## src/rtl/alu_lock_server_pkg.sv

```systemverilog
// alu_lock_server_pkg: shared ALU lock protocol types and the issue-ID age compare.
// Revision: 1.0
`default_nettype none

package alu_lock_server_pkg;

  localparam int ID_W = 8;

  typedef enum logic [3:0] {
    OP_ADD  = 4'd0,
    OP_SUB  = 4'd1,
    OP_AND  = 4'd2,
    OP_OR   = 4'd3,
    OP_XOR  = 4'd4,
    OP_SLL  = 4'd5,
    OP_SRL  = 4'd6,
    OP_SRA  = 4'd7,
    OP_SLT  = 4'd8,
    OP_SLTU = 4'd9,
    OP_LUI  = 4'd10
  } alu_op_t;

  typedef struct packed {
    logic            req;
    logic [ID_W-1:0] req_issue_id;
    logic            release_lock;
  } alu_rpl_t;

  typedef struct packed {
    alu_op_t     op;
    logic [31:0] a;
    logic [31:0] b;
  } alu_req_t;

  typedef struct packed {
    logic [31:0] c;
    logic        zero;
  } alu_ans_t;

  // Issue IDs wrap, so age is decided by the sign of the modular difference.
  function automatic logic is_older(input logic [ID_W-1:0] a, input logic [ID_W-1:0] b);
    logic [ID_W-1:0] diff;
    diff = a - b;
    return diff[ID_W-1];
  endfunction

endpackage

`default_nettype wire

```

## src/rtl/alu_lock_server_alu_core.sv

```systemverilog
// alu_core: purely combinational 32-bit integer ALU shared by all SICs.
// Revision: 1.0
`default_nettype none

module alu_core
  import alu_lock_server_pkg::*;
(
  input  alu_op_t     op_i,
  input  logic [31:0] a_i,
  input  logic [31:0] b_i,
  output logic [31:0] c_o,
  output logic        zero_o
);

  logic [4:0] w_shamt;
  assign w_shamt = b_i[4:0];

  always_comb begin
    c_o = 32'h0;
    case (op_i)
      OP_ADD:  c_o = a_i + b_i;
      OP_SUB:  c_o = a_i - b_i;
      OP_AND:  c_o = a_i & b_i;
      OP_OR:   c_o = a_i | b_i;
      OP_XOR:  c_o = a_i ^ b_i;
      OP_SLL:  c_o = a_i << w_shamt;
      OP_SRL:  c_o = a_i >> w_shamt;
      OP_SRA:  c_o = $unsigned($signed(a_i) >>> w_shamt);
      OP_SLT:  c_o = {31'h0, $signed(a_i) < $signed(b_i)};
      OP_SLTU: c_o = {31'h0, a_i < b_i};
      OP_LUI:  c_o = b_i << 16;
      default: c_o = 32'h0;
    endcase
  end

  assign zero_o = (c_o == 32'h0);

endmodule

`default_nettype wire

```

## src/rtl/alu_lock_server.sv

```systemverilog
// alu_lock_server: age-ordered arbiter granting exclusive ownership of the shared ALU.
// Revision: 1.0
`default_nettype none

module alu_lock_server
  import alu_lock_server_pkg::*;
#(
  parameter int NUM_SICS = 4,
  parameter int ID_WIDTH = ID_W
) (
  input  logic                clk,
  input  logic                rst,
  input  alu_rpl_t            rpl     [NUM_SICS],
  input  alu_req_t            alu_req [NUM_SICS],
  output logic [NUM_SICS-1:0] alu_grant,
  output alu_ans_t            alu_ans
);

  localparam int OWNER_W = (NUM_SICS > 1) ? $clog2(NUM_SICS) : 1;

  typedef enum logic [0:0] {
    IDLE   = 1'b0,
    LOCKED = 1'b1
  } state_t;

  state_t               state_q, state_d;
  logic [OWNER_W-1:0]   owner_q, owner_d;

  logic                 found;
  logic [OWNER_W-1:0]   winner;
  logic [ID_WIDTH-1:0]  best_id;
  logic                 owner_rel;
  logic [31:0]          core_c;
  logic                 core_zero;

  // Strictly-older test keeps the lower index on equal IDs.
  always_comb begin
    found   = 1'b0;
    winner  = '0;
    best_id = '0;
    for (int i = 0; i < NUM_SICS; i++) begin
      if (rpl[i].req && (!found || is_older(rpl[i].req_issue_id, best_id))) begin
        found   = 1'b1;
        winner  = OWNER_W'(i);
        best_id = rpl[i].req_issue_id;
      end
    end
  end

  assign owner_rel = (state_q == LOCKED) && rpl[owner_q].release_lock;

  always_comb begin
    state_d = state_q;
    owner_d = owner_q;
    if (state_q == IDLE || owner_rel) begin
      state_d = found ? LOCKED : IDLE;
      if (found) owner_d = winner;
    end
  end

  always_ff @(posedge clk) begin
    if (rst) begin
      state_q <= IDLE;
      owner_q <= '0;
    end else begin
      state_q <= state_d;
      owner_q <= owner_d;
    end
  end

  // In the release cycle the owner's req already belongs to its next instruction.
  generate
    for (genvar k = 0; k < NUM_SICS; k++) begin : g_grant
      assign alu_grant[k] = (state_q == LOCKED) && (owner_q == OWNER_W'(k))
                            && rpl[k].req && !owner_rel;
    end
  endgenerate

  alu_core u_alu_core (
    .op_i   (alu_req[owner_q].op),
    .a_i    (alu_req[owner_q].a),
    .b_i    (alu_req[owner_q].b),
    .c_o    (core_c),
    .zero_o (core_zero)
  );

  assign alu_ans = (|alu_grant) ? '{c: core_c, zero: core_zero} : '0;

endmodule

`default_nettype wire

```

## config.mk

```make
export PLATFORM = sky130hd
export DESIGN_NAME = alu_lock_server
export DESIGN_NICKNAME = d
export VERILOG_FILES = /design/src/rtl/alu_lock_server_pkg.sv /design/src/rtl/alu_lock_server_alu_core.sv /design/src/rtl/alu_lock_server.sv
export SDC_FILE = /design/constraint.sdc
export NUM_CORES = 1
export LEC_CHECK = 0
export ABC_AREA = 0
export CAP_MARGIN = 20
export CORE_MARGIN = 2
export CORE_UTILIZATION = 40
export DETAILED_ROUTE_END_ITERATION = 8
export PLACE_DENSITY_LB_ADDON = 0.1
export SYNTH_ARGS = -nofsm -noshare
export SYNTH_HDL_FRONTEND = slang
export SYNTH_SLANG_ARGS = --single-unit
```

## constraint.sdc

```tcl
create_clock -name clk -period 14.7 [get_ports clk]
set_input_delay 4.41 -clock clk [delete_from_list [all_inputs] [get_ports clk]]
set_output_delay 4.41 -clock clk [all_outputs]
set_load 0.03 [all_outputs]
```

Word level (Yosys, flattened, before mapping)
Index checks and enable logic that the tools add are counted.
- input port bits: 314
- bits in registers: 3
- word-level logic and storage cells: 79
- mux-type cells: 19
- shifts and indexed selects: 3
- bitwise logic cells: 5
- add/subtract/negate cells: 5
- reduce and logical (&&, ||, !) cells: 29
- order comparisons: 3
- equality and inequality tests: 13
- operator list (cell ; count):
    one-hot mux 32 bit (11 select lines) ; 1
    binary-select mux 68 bit (select 2 bit) ; 1
    2-to-1 mux 68 bit ; 2
    < comparator 32 bit ; 2
    2-to-1 mux 33 bit ; 1
    adder 32 bit ; 1
    bitwise AND 32 bit ; 1
    logical NOT 32 bit ; 1
    OR 32 bit ; 1
    left shift 32 x 5 -> 32 bit ; 1
    >> shifter 32 x 5 -> 32 bit ; 1
    >>> shifter 32 x 5 -> 32 bit ; 1
    subtractor 32 bit ; 1
    XOR 32 bit ; 1
    2-to-1 mux 8 bit ; 3
    subtractor 8 bit ; 3
    binary-select mux 10 bit (select 2 bit) ; 1
    equality test 4 x 3 -> 1 bit (second input constant) ; 4
    logical AND 1 bit ; 16
    equality test 4 bit (second input constant) ; 3
    equality test 4 x 2 -> 1 bit (second input constant) ; 2
    2-to-1 mux 1 bit ; 8
    equality test 2 bit (second input constant) ; 2
    equality test 4 x 1 -> 1 bit (second input constant) ; 1
    11 further kinds ; 18

Logic depth before layout (Yosys ltp)
Gate-level depths: netlist (run 1).
- depth after elaboration: 14
- depth in mapped cells: 31
- depth with buffers taken out: 26

Cells and area by module
A second synthesis (run 1) with hierarchy kept.
- cells, all modules: 1615
- area, all modules: 12383.1 um^2
- modules (own cells, without submodules) (module ; times used ; cells each ; area each (um^2)):
    alu_core ; 1 ; 1331 ; 9381.5
    alu_lock_server ; 1 ; 284 ; 3001.6

Worst setup path after synthesis (run 1)
OpenSTA, ideal clock, no wires.
- path type: input port to output port
- from: in alu_req[136] (netlist name)
- to: out alu_ans[0] (netlist name)
- stages: 21
- data required time: 10.290 ns
- arrival: 9.305 ns
- path buffers: 4
- slack: 0.985 ns
- path through: mux2i_1 > mux2_2 > inv_2 > buf_4 > buf_4 > buf_2 > buf_2 > ha_1 > fa_1 > a211oi_1 > o21ai_0 > a221oi_1 > o22ai_1 > o221ai_1 > o21ai_0 > a2111oi_2 > a22oi_1 > nor2_1 > nand2_1 > or3_1 > nor4_2
- RTL lines (item ; line ; source):
    from (decl) ; alu_lock_server.sv:14 ; input alu_req_t alu_req [NUM_SICS],
    to (decl) ; alu_lock_server.sv:16 ; output alu_ans_t alu_ans

==> impl_table.tex, run 1 <==
\begin{tabular}{lr}
\hline
Metric & Value \\
\hline
\multicolumn{2}{l}{\textbf{Cells and area}} \\
\quad Share of cells above drive strength 1 & 10.56\% \\
\quad Nets & 2449 \\
\quad Final core utilization & 53.67\% \\
\quad Final design instance area without fill & approximately 17000 um\^{}2 \\
\quad Post-route insts no fill & 2416 \\
\quad Area Overhead vs Synth & 31.42\% \\
\multicolumn{2}{l}{\textbf{Pwr}} \\
\quad Static Leakage & 6.563 nW \\
\quad Maximum vdd ir drop & 0.07041 mV \\
\quad Pwr Density & around 150 nW/um\^{}2 \\
\quad Overall power after layout & about 2.5 mW \\
\multicolumn{2}{l}{\textbf{Synth}} \\
\quad EDFF count, synth & 0 \\
\quad Post-synthesis cell count & roughly 1700 \\
\quad Yosys warnings & 0 \\
\quad Cell area after synthesis & 12560 um\^{}2 \\
\quad Proportion of synthesized chip area in sequential cells & 0.4782\% \\
\quad Netlist cell types & $\sim$90 \\
\quad Async SR Flop Fraction & 0\% \\
\quad Post-synth top flop & dfxtp\_1 \\
\quad Net count after synthesis & 2169 \\
\quad Mean instance size in the synthesized netlist & 7.226 um\^{}2 \\
\quad Seq cells post-synth & 3 \\
\multicolumn{2}{l}{\textbf{Timing}} \\
\quad Slew of the pin with the lowest slew margin & 1.126 ns \\
\quad Fmax & approximately 69 MHz \\
\quad Worst setup slack after layout & 0.1507 ns \\
\quad Final-report setup violation count & 0 \\
\quad Final clock period utilization by the worst path & 98.98\% \\
\quad Period minus WS final & around 15 ns \\
\quad Layout Skew & 0.002657 ns \\
\quad Unrepaired setup endpoints after global routing & false \\
\quad Final hold violation count & 0 \\
\quad Worst slew slack as a fraction of its limit & 24.76\% \\
\quad Worst hold margin & 0.5715 ns \\
\quad Max-slew violation count & 0 \\
\quad Final setup TNS & 0 ns \\
\multicolumn{2}{l}{\textbf{Global routing}} \\
\quad Gr usage total & 40.33\% \\
\quad Remaining global-route overflow & 0 \\
\quad Global-route wire length before repair & between 100000 and 150000 um \\
\quad Antenna violations before repair & 2 \\
\quad Via count of the first global-routing pass & about 16000 \\
\quad Maximum number of pins on one net before global-route repair & 92 \\
\multicolumn{2}{l}{\textbf{Critical path}} \\
\quad Origin of the worst setup path & alu\_req[56] \\
\quad Type of origin of the critical path & input pin \\
\quad Cell-by-cell listing of the critical path & clkdlybuf4s50\_1, mux4\_2, inv\_1, ha\_1, and4\_1, or4b\_2, or3\_1, o22ai\_1, o41ai\_1, buf\_4, o21ai\_1, o211ai\_1, a31oi\_1, a21oi\_1, a2111oi\_0, buf\_4, o21ai\_0, nor4\_2, buf\_12 \\
\quad Reg-to-reg critical path startpoint & owner\_q[1] \\
\quad Worst setup path category & input pin to primary output \\
\quad Required time of the critical path & 10.29 ns \\
\quad Critical path's most frequent cell & buf\_4 \\
\quad Maximum fanout encountered on the critical timing path & 9 \\
\quad Critical path's slowest cell & or4b\_2 \\
\quad Maximum cell stage delay along the critical path & 0.66 ns \\
\quad Critical path arrival & just over 10 ns \\
\quad Worst Setup End Kind & primary output \\
\multicolumn{2}{l}{\textbf{Place}} \\
\quad Number of buffers added on ports & 350 \\
\quad Placer's final routability congestion estimate & between 1 and 1.5 \\
\quad \# placed instances & 2409 \\
\quad Detailed Place HPWL & 56940 um \\
\quad Placed Instance Area & 16410 um\^{}2 \\
\quad Setup slack after placement & 0.2385 ns \\
\multicolumn{2}{l}{\textbf{Clock network}} \\
\quad CTS tree & built \\
\quad Number of H-tree levels & 1 \\
\quad CTS Root Cell & clkbuf\_16 \\
\quad Sinks on the clock net & 3 \\
\quad Number of clock buffers inserted by TritonCTS & 3 \\
\quad Worst skew pair latency & 0.23 ns \\
\quad Clock edge transition at the registers on the reported setup and hold paths & $\sim$0.030 ns \\
\quad Clk buf depth & 2 \\
\multicolumn{2}{l}{\textbf{Floorplan}} \\
\quad Overall die height & between 150 and 200 um \\
\quad Area of the core region & 30750 um\^{}2 \\
\quad Die Span X & 181.2 um \\
\quad Die outline area & roughly 33000 um\^{}2 \\
\quad Number of top-level pins & 351 \\
\quad Std-Cell Rows & 64 \\
\quad Initial cell density of the core & roughly 41\% \\
\multicolumn{2}{l}{\textbf{Run}} \\
\quad Max-cap violation count & 0 \\
\multicolumn{2}{l}{\textbf{Hold path}} \\
\quad Worst Min Path Start & state\_q \\
\quad Type of the tightest min-delay check & flop to flop \\
\multicolumn{2}{l}{\textbf{Routing}} \\
\quad Residual DRC count & 0 \\
\quad Post-detailed-route count of antenna-violating nets & 0 \\
\quad Length of the first detailed-routing pass in iterations & 6 \\
\quad Via-to-Cell Ratio & 6.809 \\
\quad Wire length reported by the detailed router & 68960 um \\
\quad Routed vias & 16450 \\
\quad Initial DRC Count & 2263 \\
\quad Routed length per placed instance & 28.54 um \\
\multicolumn{2}{l}{\textbf{Run status}} \\
\quad Run status & finished, final reports clean \\
\hline
\end{tabular}
## registers in the layout, indices dropped and copies added, names as in the netlist
name / flops
owner_q: 2
state_q: 1
## synthesized netlist by cell type, types with 26 or more instances
library cell	n	share of area (%)
a211oi_1	38	2.3
a21oi_1	116	4.6
a221oi_1	28	2.0
buf_2	35	1.4
clkbuf_1	69	2.1
ha_1	115	11
inv_1	93	2.8
mux2i_1	138	11
mux4_2	68	12
nand2_1	171	5.1
nand3_1	36	1.4
nand4_1	26	1.3
nor2_1	184	5.5
nor3_1	50	2.0
o211ai_1	41	2.5
o21ai_0	83	3.3
## final timing paths
path              cells past startpoint    endpoint  slack (ns)
setup reg to reg                      5  owner_q[0]       12.24
hold / removal                        2     state_q        0.57
hold reg to reg                       2     state_q        0.57
setup / recovery                     19  alu_ans[0]        0.15
## metal layers
metal	wire (um)	vias to the layer above	GRT usage [%]	share of wire, %
met5	0	-	0	0
met4	4915	0	23.84	7.1
met3	7991	230	8.527	12
met2	30210	1230	63.63	44
met1	25850	7788	50.64	37
li1	-	7202	-	-
## repair_timing
action | in CTS | in global routing
gates resized for setup | 0 | 3
setup buffers | 0 | 0
setup endpoints to repair | 0 | 1
hold buffers | 0 | 0
## logic make-up after synthesis
logic type                 Yosys count  synth area share, %
muxes                              235                26.24
adders and majority gates          117                11.78
and+or+nand+nor                    606                23.02
buffers and inverters              239                8.718
DFF                                  3               0.4782
xor gates and xnor gates            15                1.046
AOI/OAI and AO/OA                  523                28.71
## worst max-delay path, delay by kind of cell
family,cells,cell delay [ns]
adders and majority gates,1,0.34
and+or+nand+nor,4,1.71
AOI/OAI and AO/OA,8,1.87
buffers and inverters,5,1.19
muxes,1,0.62
## cell type report
class,instances,area (um^2)
Inverter,96,360.3
Multi-Input combinational cell,1496,11460
Tap cell,396,495.5
Antenna cell,3,7.507
Clock buffer,4,78.83
Fill cell,3039,14240
Sequential cell,3,67.56
Timing Repair Buffer,418,4039
## power breakdown
part	leakage [nW]	switching [mW]	internal, mW
Clock	0.0382	0.00891	0.0359
Combinational	6.50	1.55	0.890
Sequential	0.0263	0.0182	0.0103
Total	6.56	1.58	0.936
## cells in the final DEF (no fill, tap or decap), drive strengths merged, types with 7 or more instances in the layout
cell / synthesis / routed
o311ai: 8 / 8
mux2i: 140 / 140
inv: 96 / 96
clkdlybuf4s50: 0 / 340
buf: 74 / 78
mux2: 25 / 25
a2111oi: 12 / 12
nor4: 16 / 16
a211o: 8 / 8
nor2b: 23 / 23
a221oi: 28 / 28
nand2b: 23 / 23
nand3: 36 / 36
a21oi: 116 / 116
a21o: 18 / 18
and3: 7 / 7
o211ai: 41 / 41
a31oi: 14 / 14
o22ai: 17 / 17
a221o: 8 / 8
o31ai: 12 / 12
a211oi: 38 / 38
o21ai: 89 / 89
a22oi: 20 / 20
mux4: 70 / 70
o21a: 11 / 11
ha: 115 / 115
xnor2: 12 / 12
nor2: 184 / 184
nand4: 26 / 26
or2: 13 / 13
o221ai: 11 / 11
and2: 7 / 7
nand2: 171 / 171
nor3: 50 / 50
or3: 14 / 14
Note: power is estimated with default switching activity, not from simulation.
==> run 2, diff against run 1 <==
==> constraint.sdc (replaced) <==
create_clock -name clk -period 14.7 [get_ports clk]
set_input_delay 2.94 -clock clk [delete_from_list [all_inputs] [get_ports clk]]
set_output_delay 2.94 -clock clk [all_outputs]
set_load 0.03 [all_outputs]
==> run 2 against run 1 <==
Clock power down 1%. Combinational power down 5%. Flip-flop and latch count unchanged. Cell count down 1.7%. Sequential power down 2%. Via count down 3.1%. Clock skew up 0.00096 ns. Critical path type unchanged. Utilization down 1.1 points. Die area unchanged. Non-clock buffer count down 42. First-iteration DRC count down 7.5%. Power down 4.2%.
==> impl_table.tex, run 2 (synthesis gave the netlist of run 1 again) <==
\begin{tabular}{lr}
\hline
Metric & Value \\
\hline
\multicolumn{2}{l}{\textbf{Floorplan}} \\
\quad Die Span X & 181.2 um (unchanged) \\
\quad Die outline area & 32830 um\^{}2 (unchanged) \\
\quad Std-Cell Rows & 64 (unchanged) \\
\quad Overall die height & 181.2 um (unchanged) \\
\quad Number of top-level pins & 351 (unchanged) \\
\quad Area of the core region & 30750 um\^{}2 (unchanged) \\
\quad Initial cell density of the core & 40.84\% (unchanged) \\
\multicolumn{2}{l}{\textbf{Pwr}} \\
\quad Overall power after layout & 2.407 mW (-4.2\%) \\
\quad Pwr Density & 148.9 nW/um\^{}2 (-2.2\%) \\
\quad Static Leakage & 6.336 nW (-3.5\%) \\
\quad Maximum vdd ir drop & 0.09853 mV (+40\%) \\
\multicolumn{2}{l}{\textbf{Timing}} \\
\quad Worst hold margin & 0.5789 ns (+0.007386 ns) \\
\quad Fmax & 76.46 MHz (+11\%) \\
\quad Slew of the pin with the lowest slew margin & 1.003 ns (-0.1225 ns) \\
\quad Final hold violation count & 0 (unchanged) \\
\quad Final clock period utilization by the worst path & 88.98\% (-10 points) \\
\quad Max-slew violation count & 0 (unchanged) \\
\quad Layout Skew & 0.003615 ns (+0.0009584 ns) \\
\quad Period minus WS final & 13.08 ns (-1.470 ns) \\
\quad Unrepaired setup endpoints after global routing & false \\
\quad Worst slew slack as a fraction of its limit & 32.87\% (+8.1 points) \\
\quad Final setup TNS & 0 ns (unchanged) \\
\quad Final-report setup violation count & 0 (unchanged) \\
\multicolumn{2}{l}{\textbf{Cells and area}} \\
\quad Commonest non-fill, non-tap cell in the layout & clkdlybuf4s50\_1 \\
\quad Highest-count cells in the layout ignoring fill and taps & clkdlybuf4s50\_1, nor2\_1, nand2\_1 \\
\quad Count of fill cells added during filler insertion & 3058 (+0.63\%) \\
\quad Nets & 2407 (-1.7\%) \\
\quad Register name with the most flops & owner\_q \\
\quad Final core utilization & 52.56\% (-1.1 points) \\
\quad Post-route insts no fill & 2375 (-1.7\%) \\
\quad Max reg flops & 2 (unchanged) \\
\quad Regs by FF count & owner\_q x2, state\_q x1 \\
\quad Share of cells above drive strength 1 & 8.051\% (-2.5 points) \\
\quad Area Overhead vs Synth & 28.69\% \\
\multicolumn{2}{l}{\textbf{Critical path}} \\
\quad Maximum fanout encountered on the critical timing path & 33 (+24) \\
\quad Critical path's most frequent cell & clkdlybuf4s50\_1 \\
\quad Type of origin of the critical path & input pin \\
\quad Buffers \& Inverters on Critical Path & 3 (-2) \\
\quad Maximum cell stage delay along the critical path & 0.91 ns (+0.25 ns) \\
\quad Worst Setup End Kind & primary output \\
\quad Critical path arrival & 10.14 ns (about the same) \\
\quad Cell-by-cell listing of the critical path & clkdlybuf4s50\_1, mux4\_4, inv\_1, fa\_1, nand2b\_1, a221oi\_1, o21ai\_0, o41ai\_1, nor3\_1, or2\_1, a21oi\_1, nand2\_1, a2111oi\_0, nand4\_1, or3\_1, nor4\_2, clkdlybuf4s50\_1 \\
\quad Critical path's slowest cell & mux4\_4 \\
\quad Required time of the critical path & 11.76 ns (+1.47 ns) \\
\quad Top Family by Delay on Critical Path & compound AO/OA/AOI/OAI gates \\
\quad Worst setup path category & input pin to primary output \\
\multicolumn{2}{l}{\textbf{Global routing}} \\
\quad Via count of the first global-routing pass & 15180 (-2.8\%) \\
\quad Antenna violations before repair & 5 (+3) \\
\quad Maximum number of pins on one net before global-route repair & 70 (-24\%) \\
\quad Global-route wire length before repair & 97770 um (-2.8\%) \\
\quad Gr usage total & 38.97\% (-1.4 points) \\
\quad Remaining global-route overflow & 0 (unchanged) \\
\multicolumn{2}{l}{\textbf{Hold path}} \\
\quad Type of the tightest min-delay check & flop to flop \\
\multicolumn{2}{l}{\textbf{Place}} \\
\quad Placer's final routability congestion estimate & 1.029 (-4.5\%) \\
\quad Detailed Place HPWL & 54520 um (-4.2\%) \\
\quad Number of buffers added on ports & 350 (unchanged) \\
\quad \# placed instances & 2367 (-1.7\%) \\
\multicolumn{2}{l}{\textbf{Clock network}} \\
\quad Clock edge transition at the registers on the reported setup and hold paths & 0.03 ns (about the same) \\
\quad Clk buf depth & 2 (unchanged) \\
\quad Post\_cts resized & 0 (unchanged) \\
\quad Number of H-tree levels & 1 (unchanged) \\
\quad Cts hold-fix bufs & 0 (unchanged) \\
\quad Worst skew pair latency & 0.23 ns (about the same) \\
\quad Sinks on the clock net & 3 (unchanged) \\
\quad Number of clock buffers inserted by TritonCTS & 3 (unchanged) \\
\quad Post-CTS setup buffer count & 0 (unchanged) \\
\quad CTS tree & built \\
\quad CTS Root Cell & clkbuf\_16 \\
\multicolumn{2}{l}{\textbf{Routing}} \\
\quad Wire length reported by the detailed router & 67210 um (-2.5\%) \\
\quad Routed length per placed instance & 28.30 um (-0.85\%) \\
\quad Post-detailed-route count of antenna-violating nets & 0 (unchanged) \\
\quad Via-to-Cell Ratio & 6.710 (-1.4\%) \\
\quad Length of the first detailed-routing pass in iterations & 7 (+1) \\
\quad Routed vias & 15940 (-3.1\%) \\
\quad Initial DRC Count & 2093 (-7.5\%) \\
\quad Residual DRC count & 0 (unchanged) \\
\multicolumn{2}{l}{\textbf{Run status}} \\
\quad Run status & finished, final reports clean \\
\multicolumn{2}{l}{\textbf{Run}} \\
\quad Max-cap violation count & 0 (unchanged) \\
\hline
\end{tabular}
## run 2: cell types whose count changed in the layout (fill, tap and decap cells not counted), sizes merged
cell           delta
buf              -52
clkdlybuf4s50    +10
diode             +1
## run 2: per-stage QoR
step                      cell area, um^2  worst slack [ns]
after CTS                           16150             1.931
after detailed placement            16070             2.006
after global placement              16070             2.204
after global routing                16160             1.451
after floorplan                     12560             3.925
final                               16160             1.621
## run 2: worst paths after layout
path	start	end	slack, ns	depth (start not counted)
setup / recovery	alu_req[1]	alu_ans[0]	1.62	17
hold / removal	state_q	state_q	0.58	2
setup reg to reg	owner_q[0]	owner_q[1]	12.33	4
hold reg to reg	state_q	state_q	0.58	2
## run 2: worst register-to-register path, delay by kind of cell (launching register included)
kind	cells	cell delay (ns)
mux	1	0.65
flops	1	0.78
simple gates	2	0.39
compound gates	1	0.41
## run 2: power breakdown
part / leakage [nW] / total, mW / internal, mW / switching [mW]
Combinational: 6.27 / 2.33 / 0.832 / 1.50
Clock: 0.0382 / 0.0442 / 0.0359 / 0.00834
Sequential: 0.0263 / 0.0279 / 0.0103 / 0.0176
## run 2: metal layers
layer / global-route usage [%] / part of all wire, % / vias to the layer above / routed length, um
met5: 0 / 0.030 / - / 20
met4: 19.19 / 5.6 / 4 / 3791
met3: 8.043 / 10 / 181 / 6884
met2: 64.11 / 46 / 1052 / 30880
met1: 48.43 / 38 / 7577 / 25640
li1: - / - / 7123 / -
## run 2: layout make-up
type,count,area [um^2],area share [%]
inverter,96,360.3,2.230
antenna,4,10.01,0.06193
multi-input combinational,1496,11450,70.85
clock buffer,4,78.83,0.4877
tap,396,495.5,3.066
sequential,3,67.56,0.4181
timing repair buffer,376,3699,22.88
